### config.mk
export PLATFORM = sky130hd
export DESIGN_NAME = mem_access_unit
export DESIGN_NICKNAME = d
export VERILOG_FILES = /design/src/rtl/mem_access_unit_pkg.sv /design/src/rtl/mem_access_unit_lane.sv /design/src/rtl/mem_access_unit.sv
export SDC_FILE = /design/constraint.sdc
export NUM_CORES = 1
export LEC_CHECK = 0
export ABC_AREA = 1
export BUFFER_PORTS_ARGS = -buffer_cell sky130_fd_sc_hd__buf_2
export CORE_ASPECT_RATIO = 1.75
export CORE_UTILIZATION = 59
export DETAILED_ROUTE_END_ITERATION = 16
export HOLD_SLACK_MARGIN = 0.08
export MAX_ROUTING_LAYER = met4
export PLACE_DENSITY = 0.87
export SYNTH_ARGS = -nofsm -noshare
export SYNTH_HDL_FRONTEND = slang
export SYNTH_SLANG_ARGS = --single-unit
export TNS_END_PERCENT = 100
### constraint.sdc
create_clock -name clk -period 6.1 [get_ports clk]
set_input_delay 0.305 -clock clk [delete_from_list [all_inputs] [get_ports clk]]
set_output_delay 0.305 -clock clk [all_outputs]
set_load 0.01 [all_outputs]
### src/rtl/mem_access_unit_pkg.sv
// Shared definitions for the load/store unit: RV32I width codes, FSM encoding
// and the access legality check.
package mem_access_unit_pkg;

  localparam logic [2:0] F3_B  = 3'b000;
  localparam logic [2:0] F3_H  = 3'b001;
  localparam logic [2:0] F3_W  = 3'b010;
  localparam logic [2:0] F3_BU = 3'b100;
  localparam logic [2:0] F3_HU = 3'b101;

  typedef enum logic [2:0] {
    S_IDLE = 3'd0,
    S_RD   = 3'd1,
    S_WR   = 3'd2,
    S_FIN  = 3'd3,
    S_ERR  = 3'd4
  } state_t;

  // Misaligned halfword/word, reserved width codes, or unsigned store widths.
  function automatic logic access_err(input logic       store,
                                      input logic [2:0] funct3,
                                      input logic [1:0] addr_lo);
    logic bad;
    bad = 1'b0;
    case (funct3)
      F3_B, F3_BU: bad = 1'b0;
      F3_H, F3_HU: bad = addr_lo[0];
      F3_W:        bad = |addr_lo;
      default:     bad = 1'b1;
    endcase
    if (store && funct3[2]) bad = 1'b1;
    return bad;
  endfunction

endpackage

### src/rtl/mem_access_unit_lane.sv
// mem_lane_align: byte/halfword lane extraction for loads and lane merge for
// sub-word stores into a full memory word.
module mem_lane_align
  import mem_access_unit_pkg::*;
(
  input  logic [31:0] i_rd_word,
  input  logic [1:0]  i_addr_lo,
  input  logic [2:0]  i_funct3,
  input  logic [31:0] i_wdata,
  output logic [31:0] o_load,
  output logic [31:0] o_merge
);

  logic [7:0]  w_byte;
  logic [15:0] w_half;
  logic        w_sext;

  always_comb begin
    w_byte = 8'h00;
    case (i_addr_lo)
      2'd0:    w_byte = i_rd_word[7:0];
      2'd1:    w_byte = i_rd_word[15:8];
      2'd2:    w_byte = i_rd_word[23:16];
      default: w_byte = i_rd_word[31:24];
    endcase
    w_half = i_addr_lo[1] ? i_rd_word[31:16] : i_rd_word[15:0];
    w_sext = ~i_funct3[2];
  end

  always_comb begin
    o_load = i_rd_word;
    case (i_funct3[1:0])
      2'b00:   o_load = {{24{w_sext & w_byte[7]}}, w_byte};
      2'b01:   o_load = {{16{w_sext & w_half[15]}}, w_half};
      default: o_load = i_rd_word;
    endcase
  end

  always_comb begin
    o_merge = i_rd_word;
    case (i_funct3[1:0])
      2'b00:   o_merge[{i_addr_lo, 3'b000} +: 8] = i_wdata[7:0];
      2'b01:   o_merge[{i_addr_lo[1], 4'b0000} +: 16] = i_wdata[15:0];
      default: o_merge = i_wdata;
    endcase
  end

endmodule

### src/rtl/mem_access_unit.sv
// Load/store sequencer between a core and a combinational-read word memory.
// Sub-word stores are done as read-modify-write.
//   state  | meaning
//   IDLE   | waiting for req
//   RD     | memory word read; load result or merged store word captured
//   WR     | mem_WE high, merged word or full word written
//   FIN    | done pulse, no error
//   ERR    | done pulse with err, nothing touched
module mem_access_unit
  import mem_access_unit_pkg::*;
#(
  parameter int XLEN = 32
) (
  input  logic            clk,
  input  logic            rst,
  input  logic            req,
  input  logic            store,
  input  logic [2:0]      funct3,
  input  logic [XLEN-1:0] addr,
  input  logic [XLEN-1:0] wdata,
  output logic            busy,
  output logic            done,
  output logic            err,
  output logic [XLEN-1:0] rdata,
  output logic [XLEN-1:0] mem_A,
  output logic            mem_WE,
  output logic [XLEN-1:0] mem_WD,
  input  logic [XLEN-1:0] mem_RD
);

  state_t          r_state;
  logic            r_store;
  logic [2:0]      r_f3;
  logic [XLEN-1:0] r_addr;
  logic [XLEN-1:0] r_wdata;
  logic [XLEN-1:0] r_wd;
  logic [XLEN-1:0] r_rdata;
  logic            r_busy;
  logic            r_done;
  logic            r_err;
  logic            r_we;
  logic [XLEN-1:0] w_load;
  logic [XLEN-1:0] w_merge;

  mem_lane_align u_align (
    .i_rd_word (mem_RD),
    .i_addr_lo (r_addr[1:0]),
    .i_funct3  (r_f3),
    .i_wdata   (r_wdata),
    .o_load    (w_load),
    .o_merge   (w_merge)
  );

  // Outputs are registered from the next state so they never glitch on inputs.
  always_ff @(posedge clk or negedge rst) begin
    if (!rst) begin
      r_state <= S_IDLE;
      r_store <= 1'b0;
      r_f3    <= '0;
      r_addr  <= '0;
      r_wdata <= '0;
      r_wd    <= '0;
      r_rdata <= '0;
      r_busy  <= 1'b0;
      r_done  <= 1'b0;
      r_err   <= 1'b0;
      r_we    <= 1'b0;
    end else begin
      r_done <= 1'b0;
      r_err  <= 1'b0;
      r_we   <= 1'b0;
      case (r_state)
        S_IDLE: begin
          if (req) begin
            r_store <= store;
            r_f3    <= funct3;
            r_addr  <= addr;
            r_wdata <= wdata;
            r_busy  <= 1'b1;
            if (access_err(store, funct3, addr[1:0])) begin
              r_state <= S_ERR;
              r_done  <= 1'b1;
              r_err   <= 1'b1;
            end else if (store && funct3 == F3_W) begin
              r_state <= S_WR;
              r_we    <= 1'b1;
              r_wd    <= wdata;
            end else begin
              r_state <= S_RD;
            end
          end
        end
        S_RD: begin
          if (r_store) begin
            r_wd    <= w_merge;
            r_we    <= 1'b1;
            r_state <= S_WR;
          end else begin
            r_rdata <= w_load;
            r_done  <= 1'b1;
            r_state <= S_FIN;
          end
        end
        S_WR: begin
          r_done  <= 1'b1;
          r_state <= S_FIN;
        end
        default: begin
          r_busy  <= 1'b0;
          r_state <= S_IDLE;
        end
      endcase
    end
  end

  assign busy   = r_busy;
  assign done   = r_done;
  assign err    = r_err;
  assign rdata  = r_rdata;
  assign mem_A  = {r_addr[XLEN-1:2], 2'b00};
  assign mem_WE = r_we;
  assign mem_WD = r_wd;

endmodule

* After elaboration in Yosys (flattened, before gate mapping)
Index checks and enable logic that the tools add are counted.
Storage, ports and cells: output and inout bits 100, input port bits 103, register bits after elaboration 139, word-level logic and storage cells 82
Cells by class: multiplexer cells 32, add/subtract/negate cells 2, bitwise operators 5, shift operators 4, equal/unequal tests 13, reductions and logical operators 15
Operator list (number):
- one-hot mux 32 bit (2 select lines) | 3
- two-way mux 32 bit | 4
- bitwise mux 32 bit | 2
- variable shift 16 x 7 -> 32 bit (first input constant) | 1
- variable shift 8 x 7 -> 32 bit (first input constant) | 1
- variable part select 16 x 7 -> 32 bit | 1
- variable part select 8 x 7 -> 32 bit | 1
- one-hot mux 8 bit (3 select lines) | 1
- two-way mux 16 bit | 1
- negation 5 -> 7 bit | 2
- two-way mux 1 bit | 13
- one-hot mux 3 bit (3 select lines) | 1
- != test 2 bit (second input constant) | 4
- OR reduction 2 bit | 4
- == test 3 x 1 -> 1 bit (second input constant) | 2
- == test 3 x 2 -> 1 bit (second input constant) | 2
- == test 3 bit (second input constant) | 2
- logical NOT 3 bit | 2
- two-way mux 3 bit | 2
- one-hot mux 1 bit (3 select lines) | 2
- AND reduction 2 bit | 3
- AND reduction 5 bit | 1
- == test 2 x 1 -> 1 bit (second input constant) | 2
- logical NOT 2 bit | 2
- 7 further kinds | 12

* Depth between registers and ports, before layout
Gate-level depths: netlist of run 1.
depth after elaboration 9, mapped depth 15, gate-level depth less buffers 13

* Modules after synthesis
From an unflattened synthesis of run 1, not the netlist that was laid out.
Unflattened totals: cells, all modules 1130, area, all modules 8151.6 µm²
By module, submodules not included:
- mem_access_unit | times used 1, cells an instance 683, area an instance 6103.4 µm², seq. area each 3478.3 µm²
- mem_lane_align | times used 1, cells an instance 447, area an instance 2048.2 µm², seq. area each 0.0 µm²

* Least setup slack after synthesis of run 1
No wires, ideal clock.
path kind register -> register, start register r_addr[0], end register r_wd[17] (netlist: mem_WD[17]), period minus slack after synthesis 1.955 ns, data required time 6.017 ns, stages on the path, launching flop included 11, slack 4.145 ns, arrival 1.873 ns, setup time 0.083 ns, buffers on the path 0, path through dfrtp_1 -> clkinv_1 -> ha_1 -> clkinv_1 -> nor2_4 -> nand2_1 -> nand2_1 -> nand2_1 -> nand3_1 -> nand2_1 -> o21ai_0
On the way: longest elaborated chain between the ends 6, elaborated cells between the ends (all ways) 7, those cells by class add/sub: 1; shift: 2; mux: 4
Ends and longest elaborated chain:
- start, declared | line mem_access_unit.sv:34 | logic [XLEN-1:0] r_addr;
- start signal, assigned | line mem_access_unit.sv:77 | r_addr <= addr;
- negation 5 -> 7 bit * | line mem_access_unit_lane.sv:42 | 2'b00: o_merge[{i_addr_lo, 3'b000} +: 8] = i_wdata[7:0];
- variable part select 8 x 7 -> 32 bit or variable shift 8 x 7 -> 32 bit (tied branches) | line mem_access_unit_lane.sv:42
- bitwise mux 32 bit * | line mem_access_unit_lane.sv:42
- one-hot mux 32 bit (2 select lines) * | line mem_access_unit_lane.sv:41 | case (i_funct3[1:0])
- two-way mux 32 bit * | line mem_access_unit.sv:94 | if (r_store) begin
- one-hot mux 32 bit (2 select lines) * | line mem_access_unit.sv:72 | case (r_state)
- end signal, assigned | line mem_access_unit.sv:87 | r_wd <= wdata;
- end signal, assigned | line mem_access_unit.sv:95 | r_wd <= w_merge;
- end, declared | line mem_access_unit.sv:36 | logic [XLEN-1:0] r_wd;
Every way passes the cells marked *; elsewhere a longest branch is shown, timed or not. The select of a mux whose other input is x is not followed. A chain may end at the register's enable or synchronous reset.

* Worst setup path in the final report of run 1
start register r_state[1], end register r_addr[1]
On the way: longest elaborated chain between the ends 2
Ends and longest elaborated chain:
- start, declared | line mem_access_unit.sv:31 | state_t r_state;
- start signal, assigned | line mem_access_unit.sv:57 | r_state <= S_IDLE;
- start signal, assigned | line mem_access_unit.sv:81 | r_state <= S_ERR;
- start signal, assigned | line mem_access_unit.sv:85 | r_state <= S_WR;
- logical NOT 3 bit | line mem_access_unit.sv:72
- AND reduction 2 bit (no source line)
No other way between the ends.

==> metrics, run 1 <==
run status completed; Avg Cell Area, Syn 6.74 µm²; Seq cells post-synth roughly 140; cells on worst reg2reg path 6; most frequent cells in the layout nand2_1, buf_2, dfrtp_1; dpl hpwl approximately 18 mm; initial antenna violation count 0; Worst Path Max Fanout 71; P per Cell Area 551 nW/µm²; Crit. End Element flip-flop; Tcrit/Tclk final 57.0%; CTS tree done; Worst-Margin Slew 1190 ps; Vias around 9000; gr usage total about two fifths; min-delay src addr[15]; die area 14600 µm²; cell count after synthesis 1239; final wirelength 26.7 mm; Avg WL per Cell 16.9 µm; commonest non-fill, non-tap cell in the layout nand2_1; Synth cell types 29; clk_lat worst skew between 400 and 500 ps; RSZ-0062 raised after global routing no; PortBufs 200; number of global-route vias before repair 8535; post-route cell area 9900 µm²; ratio of cells with drive above 1 in the final layout 20.1%; # nets final 1497; leak pwr between 5 and 6 nW; Crit Path Category flip-flop to flip-flop; Hold Fails Final Rpt 0; CTS clk-pin slew, worst paths 70 ps; Setup TNS 0 ps; Slew Limit Headroom 20.5%; global-route wire length before repair between 40 and 50 mm; hold path cells 3; total CTS buffers 17; core area 13800 µm²; hold-critical path endpoint r_addr[15]; Placed Instance Area 9050 µm²; die width just over 90 µm; CTS root buf clkbuf_16; Critical Path Start Type flip-flop; Data arrival, critical path ~3800 ps; CTS Sinks 139; area delta synth->final 18.6%; Antenna Cells 0; Slew Limit Fails 0; Die Y-Extent around 160 µm; global route total overflow 0; Mapped Area 8350 µm²; Period minus WS final around 3500 ps; Final Skew 15.9 ps; R2R Path End r_addr[1]; f_max about 290 MHz; register area share after synthesis 41.7%; number of cell rows 57; DR iter-0 viols 798; max_cap viols 0; DRC violations left 0; flop-to-flop setup slack 2620 ps; setup violators final 0; Hold Crit Class primary input to flip-flop; maximum vdd drop 0.396 mV; Vias/cell about 5.6; Initial Util 60.3%; H-tree levels 4; Synthesis Warnings 0; post-route ant nets 0; clock buffer depth 2; Worst Path Required 6400 ps; R2R Path Start r_state[1]; IO Count 203; postcts setup bufs 0; Placer Congestion 1.00; 1st-pass router iterations 6; largest net degree at the start of global routing 75
-- sequential cells by signal, summed over array words and instances (netlist names) --
| name | cells |
|---|---|
| busy | 1 |
| done | 1 |
| r_addr | 32 |
| err | 1 |
| r_f3 | 3 |
| rdata | 32 |
| r_store | 1 |
| mem_WD | 32 |
| r_wdata | 32 |
| mem_WE | 1 |
| r_state | 3 |
-- what timing repair did --
| action | CTS | global route |
|---|---|---|
| hold buffers | 24 | 0 |
| resized for setup | 0 | 0 |
| hold endpoints to repair | 88 | 0 |
-- synthesized netlist by cell type --
cell type,n,share of area (%)
or2_2,32,2.4
o22ai_1,15,1.1
buf_4,37,3.3
buf_1,6,0.27
nand3_1,51,3.1
conb_1,1,0.045
ha_1,6,0.90
a21boi_0,2,0.18
a2bb2oi_1,1,0.10
inv_2,5,0.22
nor2_2,3,0.22
dfrtp_1,139,42
a21boi_1,5,0.45
o21ai_1,8,0.48
o21ai_0,69,4.1
nand2_4,1,0.13
o211ai_1,6,0.54
clkbuf_1,20,0.90
buf_6,1,0.13
nor2_4,2,0.27
buf_2,35,2.1
a21oi_1,81,4.9
nand3_2,1,0.12
clkinv_1,2,0.090
inv_1,85,3.8
nand2_2,1,0.075
nand4_1,10,0.75
nor2_1,85,3.8
nand2_1,529,24
-- cells by family after synthesis --
group           Yosys count  synth area share [%]
fa+ha+maj                 6                 0.899
other cells               1                0.0449
compound gates          187                  11.9
simple gates            715                  34.6
flops                   139                  41.7
buf+inv                 191                  10.9
-- area by class of cell --
class                           count  area, µm²
Clock buffer                       17        425
Clock inverter                     15        178
Fill cell                        1175       3940
Inverter                           92        345
Multi-Input combinational cell    910       3970
Sequential cell                   139       3480
Tap cell                          177        221
Timing Repair Buffer              228       1280
-- critical path, cell delays in order, from the launching register on --
cell     delay [ps]
dfrtp_1         410
nor2_2          540
nand3_2         550
buf_4           470
inv_2           920
nand2_1         200
o21ai_0         210
-- layer usage --
metal  track usage [%]  vias to the layer above  wire length [µm]
li1                  -                     4136                 -
met1              43.8                     4012              9800
met2              63.0                      496             13400
met3              5.21                      114              1910
met4              22.3                        0              1600
met5                 -                        -                 0
-- power breakdown --
part | switching [mW] | leakage, nW | internal (mW)
logic | 1.77 | 3.48 | 0.910
registers | 0.343 | 1.70 | 1.37
clock network | 0.480 | 0.293 | 0.586
total | 2.59 | 5.47 | 2.87
-- per-stage QoR --
stage	std cells	hold slack (ps)	total power, mW	setup slack (ps)	utilization, %
6_report	1578	88.6	5.45	2620	71.5
5_1_grt	1578	90.5	5.83	2430	71.5
4_1_cts	1578	82.7	5.39	2700	71.5
3_5_place_dp	1522	338	4.31	2720	65.4
3_3_place_gp	1522	330	4.26	2720	65.4
2_1_floorplan	1240	9.41	3.61	4140	-
-- worst max path at each step --
stage	start	end	slack [ps]	depth (start not counted)
after floorplan	r_addr[0]	mem_WD[17]	4140	10
after global placement	r_state[1]	r_addr[1]	2720	6
after detailed placement	r_state[1]	r_addr[1]	2720	6
after CTS	r_state[1]	r_addr[1]	2700	6
after global routing	r_addr[1]	rdata[21]	2430	8
final	r_state[1]	r_addr[1]	2620	6
(Power assumes the default switching activity.)
==> run 2, diff against run 1 <==
--- a/config.mk
+++ b/config.mk
@@ -5,14 +5,14 @@
 export SDC_FILE = /design/constraint.sdc
 export NUM_CORES = 1
 export LEC_CHECK = 0
-export ABC_AREA = 1
+export ABC_AREA = 0
 export BUFFER_PORTS_ARGS = -buffer_cell sky130_fd_sc_hd__buf_2
 export CORE_ASPECT_RATIO = 1.75
-export CORE_UTILIZATION = 59
+export CORE_UTILIZATION = 53
 export DETAILED_ROUTE_END_ITERATION = 16
 export HOLD_SLACK_MARGIN = 0.08
 export MAX_ROUTING_LAYER = met4
-export PLACE_DENSITY = 0.87
+export PLACE_DENSITY = 0.81
 export SYNTH_ARGS = -nofsm -noshare
 export SYNTH_HDL_FRONTEND = slang
 export SYNTH_SLANG_ARGS = --single-unit
==> constraint.sdc (replaced) <==
create_clock -name clk -period 3.6 [get_ports clk]
set_input_delay 0.18 -clock clk [delete_from_list [all_inputs] [get_ports clk]]
set_output_delay 0.18 -clock clk [all_outputs]
set_load 0.01 [all_outputs]
==> run 2 against run 1 <==
Compared with the run above: core utilization down 1.9 points; clock skew down 3.0 ps; sequential power up 78%.
==> metrics, run 2 <==
CTS root buf clkbuf_16; die area 14600 µm² (-0.31%); Slew Limit Fails 0 (unchanged); sequential share of power 34.5% (+3.1 points); IO Count 203 (unchanged); Worst-Margin Slew 1160 ps (-28.2 ps); # nets final 1048 (-30%); postcts setup bufs 0 (unchanged); Seq cells post-synth 139 (unchanged); Hold Fails Final Rpt 0 (unchanged); Critical Path Start Type flip-flop; most frequent cells in the layout buf_2, dfrtp_1, a21oi_1; Tcrit/Tclk final 75.1% (+18 points); logic gate share of total power 45.3% (-3.7 points); Area contributors post-synth dfrtp_1, mux2_2, a21oi_1; Finished Layout Cells 1128 (-29%); cells on worst reg2reg path 6 (unchanged); CTS tree done; Avg WL per Cell 20.3 µm (+20%); RSZ-0062 raised after global routing no; Crit. End Element flip-flop; most frequent cell after synthesis dfrtp_1; Post-synth top cells dfrtp_1, a21oi_1, nor2_1; FF/Latch Area 3480 µm² (about the same); Filler cells 1065 (-9.4%); leak pwr 4.40 nW (-19%); Placer Congestion 0.993 (-0.73%); ratio of cells with drive above 1 in the final layout 33.9% (+14 points); DR iter-0 viols 522 (-35%); Period minus WS final 2700 ps (-773 ps); clock buffer depth 2 (unchanged); Die Y-Extent 159 µm (-0.15%); register area share after synthesis 46.5% (+4.9 points); final wirelength 23.0 mm (-14%); CP startpoint r_addr[1]; Clk network pwr share 20.3% (+0.7 points); H-tree levels 4 (unchanged); sw frac 40.8% (-6.6 points); total CTS buffers 17 (unchanged); hold path cells 3 (unchanged); Initial Util 54.0% (-6.3 points); top cell type's share of synthesized area 46.5% (+4.9 points); Multi-input gate area 3490 µm² (-12%); f_max 370 MHz (+29%); Post-synth ARST share 100% (unchanged); CTS resizes 0 (unchanged); maximum vdd drop 0.511 mV (+29%); setup violators final 0 (unchanged); P per Cell Area 914 nW/µm² (+66%); dpl hpwl 15.3 mm (-17%); 1st-pass router iterations 6 (unchanged); max_cap viols 0 (unchanged); Hold Crit Class primary input to flip-flop; gr usage total 32.8% (-5.3 points); CTS Hold Bufs 69 (+190%); core area 13800 µm² (unchanged); Antenna Cells 0 (unchanged); Worst Path Max Fanout 38 (-46%); Inst Count DP 1028 (-32%); area delta synth->final 28.9%; CTS clk-pin slew, worst paths 70 ps (about the same); Synth cell types 52 (+79%); number of global-route vias before repair 6919 (-19%); global-route wire length before repair 35.9 mm (-15%); Crit Path Category flip-flop to flip-flop; Setup TNS 0 ps (unchanged); number of cell rows 57 (unchanged); Final Skew 13.0 ps (-2.96 ps); Synthesis Warnings 0 (unchanged); Worst Path Required 3960 ps (-2440 ps); commonest non-fill, non-tap cell in the layout buf_2; Pint 5.21 mW (+82%); global route total overflow 0 (unchanged); R2R Path Start r_addr[1]; clk_lat worst skew 430 ps (about the same); cell count after synthesis 729 (-41%); PortBufs 200 (unchanged); switching pwr 3.60 mW (+39%); largest net degree at the start of global routing 96 (+28%); Slew Limit Headroom 22.4% (+1.9 points); Mapped Area 7470 µm² (-10%); initial antenna violation count 0 (unchanged); Post-synth EDFFs 0 (unchanged); run status completed; DRC violations left 0 (unchanged); CTS Sinks 139 (unchanged); Vias 6835 (-22%); Vias/cell 6.06 (+9.2%); Avg Cell Area, Syn 10.3 µm² (+52%); Data arrival, critical path 3070 ps (-700 ps); min-delay src mem_RD[18]; post-synth top area cell dfrtp_1; Synth Flop Type dfrtp_1; die width 91.8 µm (-0.15%); post-route ant nets 0 (unchanged)
## run 2: through the flow
step | hold WS, ps | cell area (µm²) | utilization [%] | setup slack (ps) | power [mW]
final | 126 | 9640 | 69.7 | 896 | 8.81
after global routing | 143 | 9640 | 69.7 | 760 | 9.32
after CTS | 119 | 9640 | 69.7 | 942 | 8.76
after detailed placement | 325 | 8350 | 60.4 | 952 | 6.89
after global placement | 332 | 8350 | 60.4 | 1010 | 6.77
after floorplan | -116 | 7480 | - | 1280 | 5.78
## run 2: path summary, 6_finish.rpt
kind                                    to  slack (ps)
worst max-delay path              rdata[8]         900
worst min-delay path             rdata[18]         130
worst max register to register    rdata[8]         900
worst min register to register  mem_WD[20]         480
max in group asynchronous          r_store        2310
min in group asynchronous       r_addr[11]         390
## run 2: cells by family (layout without fill, tap and decap cells)
family	Yosys count	count (layout)	share of synthesized area [%]
AO/OA/AOI/OAI	233	233	21.8
AND/OR/NAND/NOR	168	168	11.5
flip-flops	139	139	46.5
buffers and inverters	101	322	7.21
multiplexers	81	81	11.9
adder cells (fa/ha/maj)	6	6	1.00
other	1	2	0.0502
## run 2: critical path, stage by stage (launching register included)
cell	delay [ps]
dfrtp_1	350
buf_4	430
ha_1	520
a21oi_1	150
a2111oi_2	820
o21bai_1	220
a22o_1	140
## run 2: area by class of cell
cell class                 count  share of cell area (%)
multi-input combinational    490                    36.3
sequential                   139                    36.1
timing repair buffer         283                    18.8
clock buffer                  17                    4.41
tap                          177                    2.30
clock inverter                14                    1.78
inverter                       8                   0.312
## run 2: metal layers
| layer | vias up | GRT usage, % | share of wire (%) |
|---|---|---|---|
| met3 | 99 | 5.54 | 6.8 |
| met4 | 0 | 19.1 | 6.0 |
| met1 | 3301 | 35.4 | 35 |
| li1 | 3085 | - | - |
| met5 | - | - | 0 |
| met2 | 350 | 56.1 | 52 |
## run 2: power by group through the flow
| stage | sequential, mW | combinational, mW | clock (mW) |
|---|---|---|---|
| after global routing | 3.11 | 4.35 | 1.86 |
| after global placement | 2.99 | 3.78 | 0 |
| final | 3.04 | 3.99 | 1.78 |
| after floorplan | 2.92 | 2.86 | 0 |
| after CTS | 3.00 | 3.95 | 1.80 |
| after detailed placement | 3.01 | 3.87 | 0 |
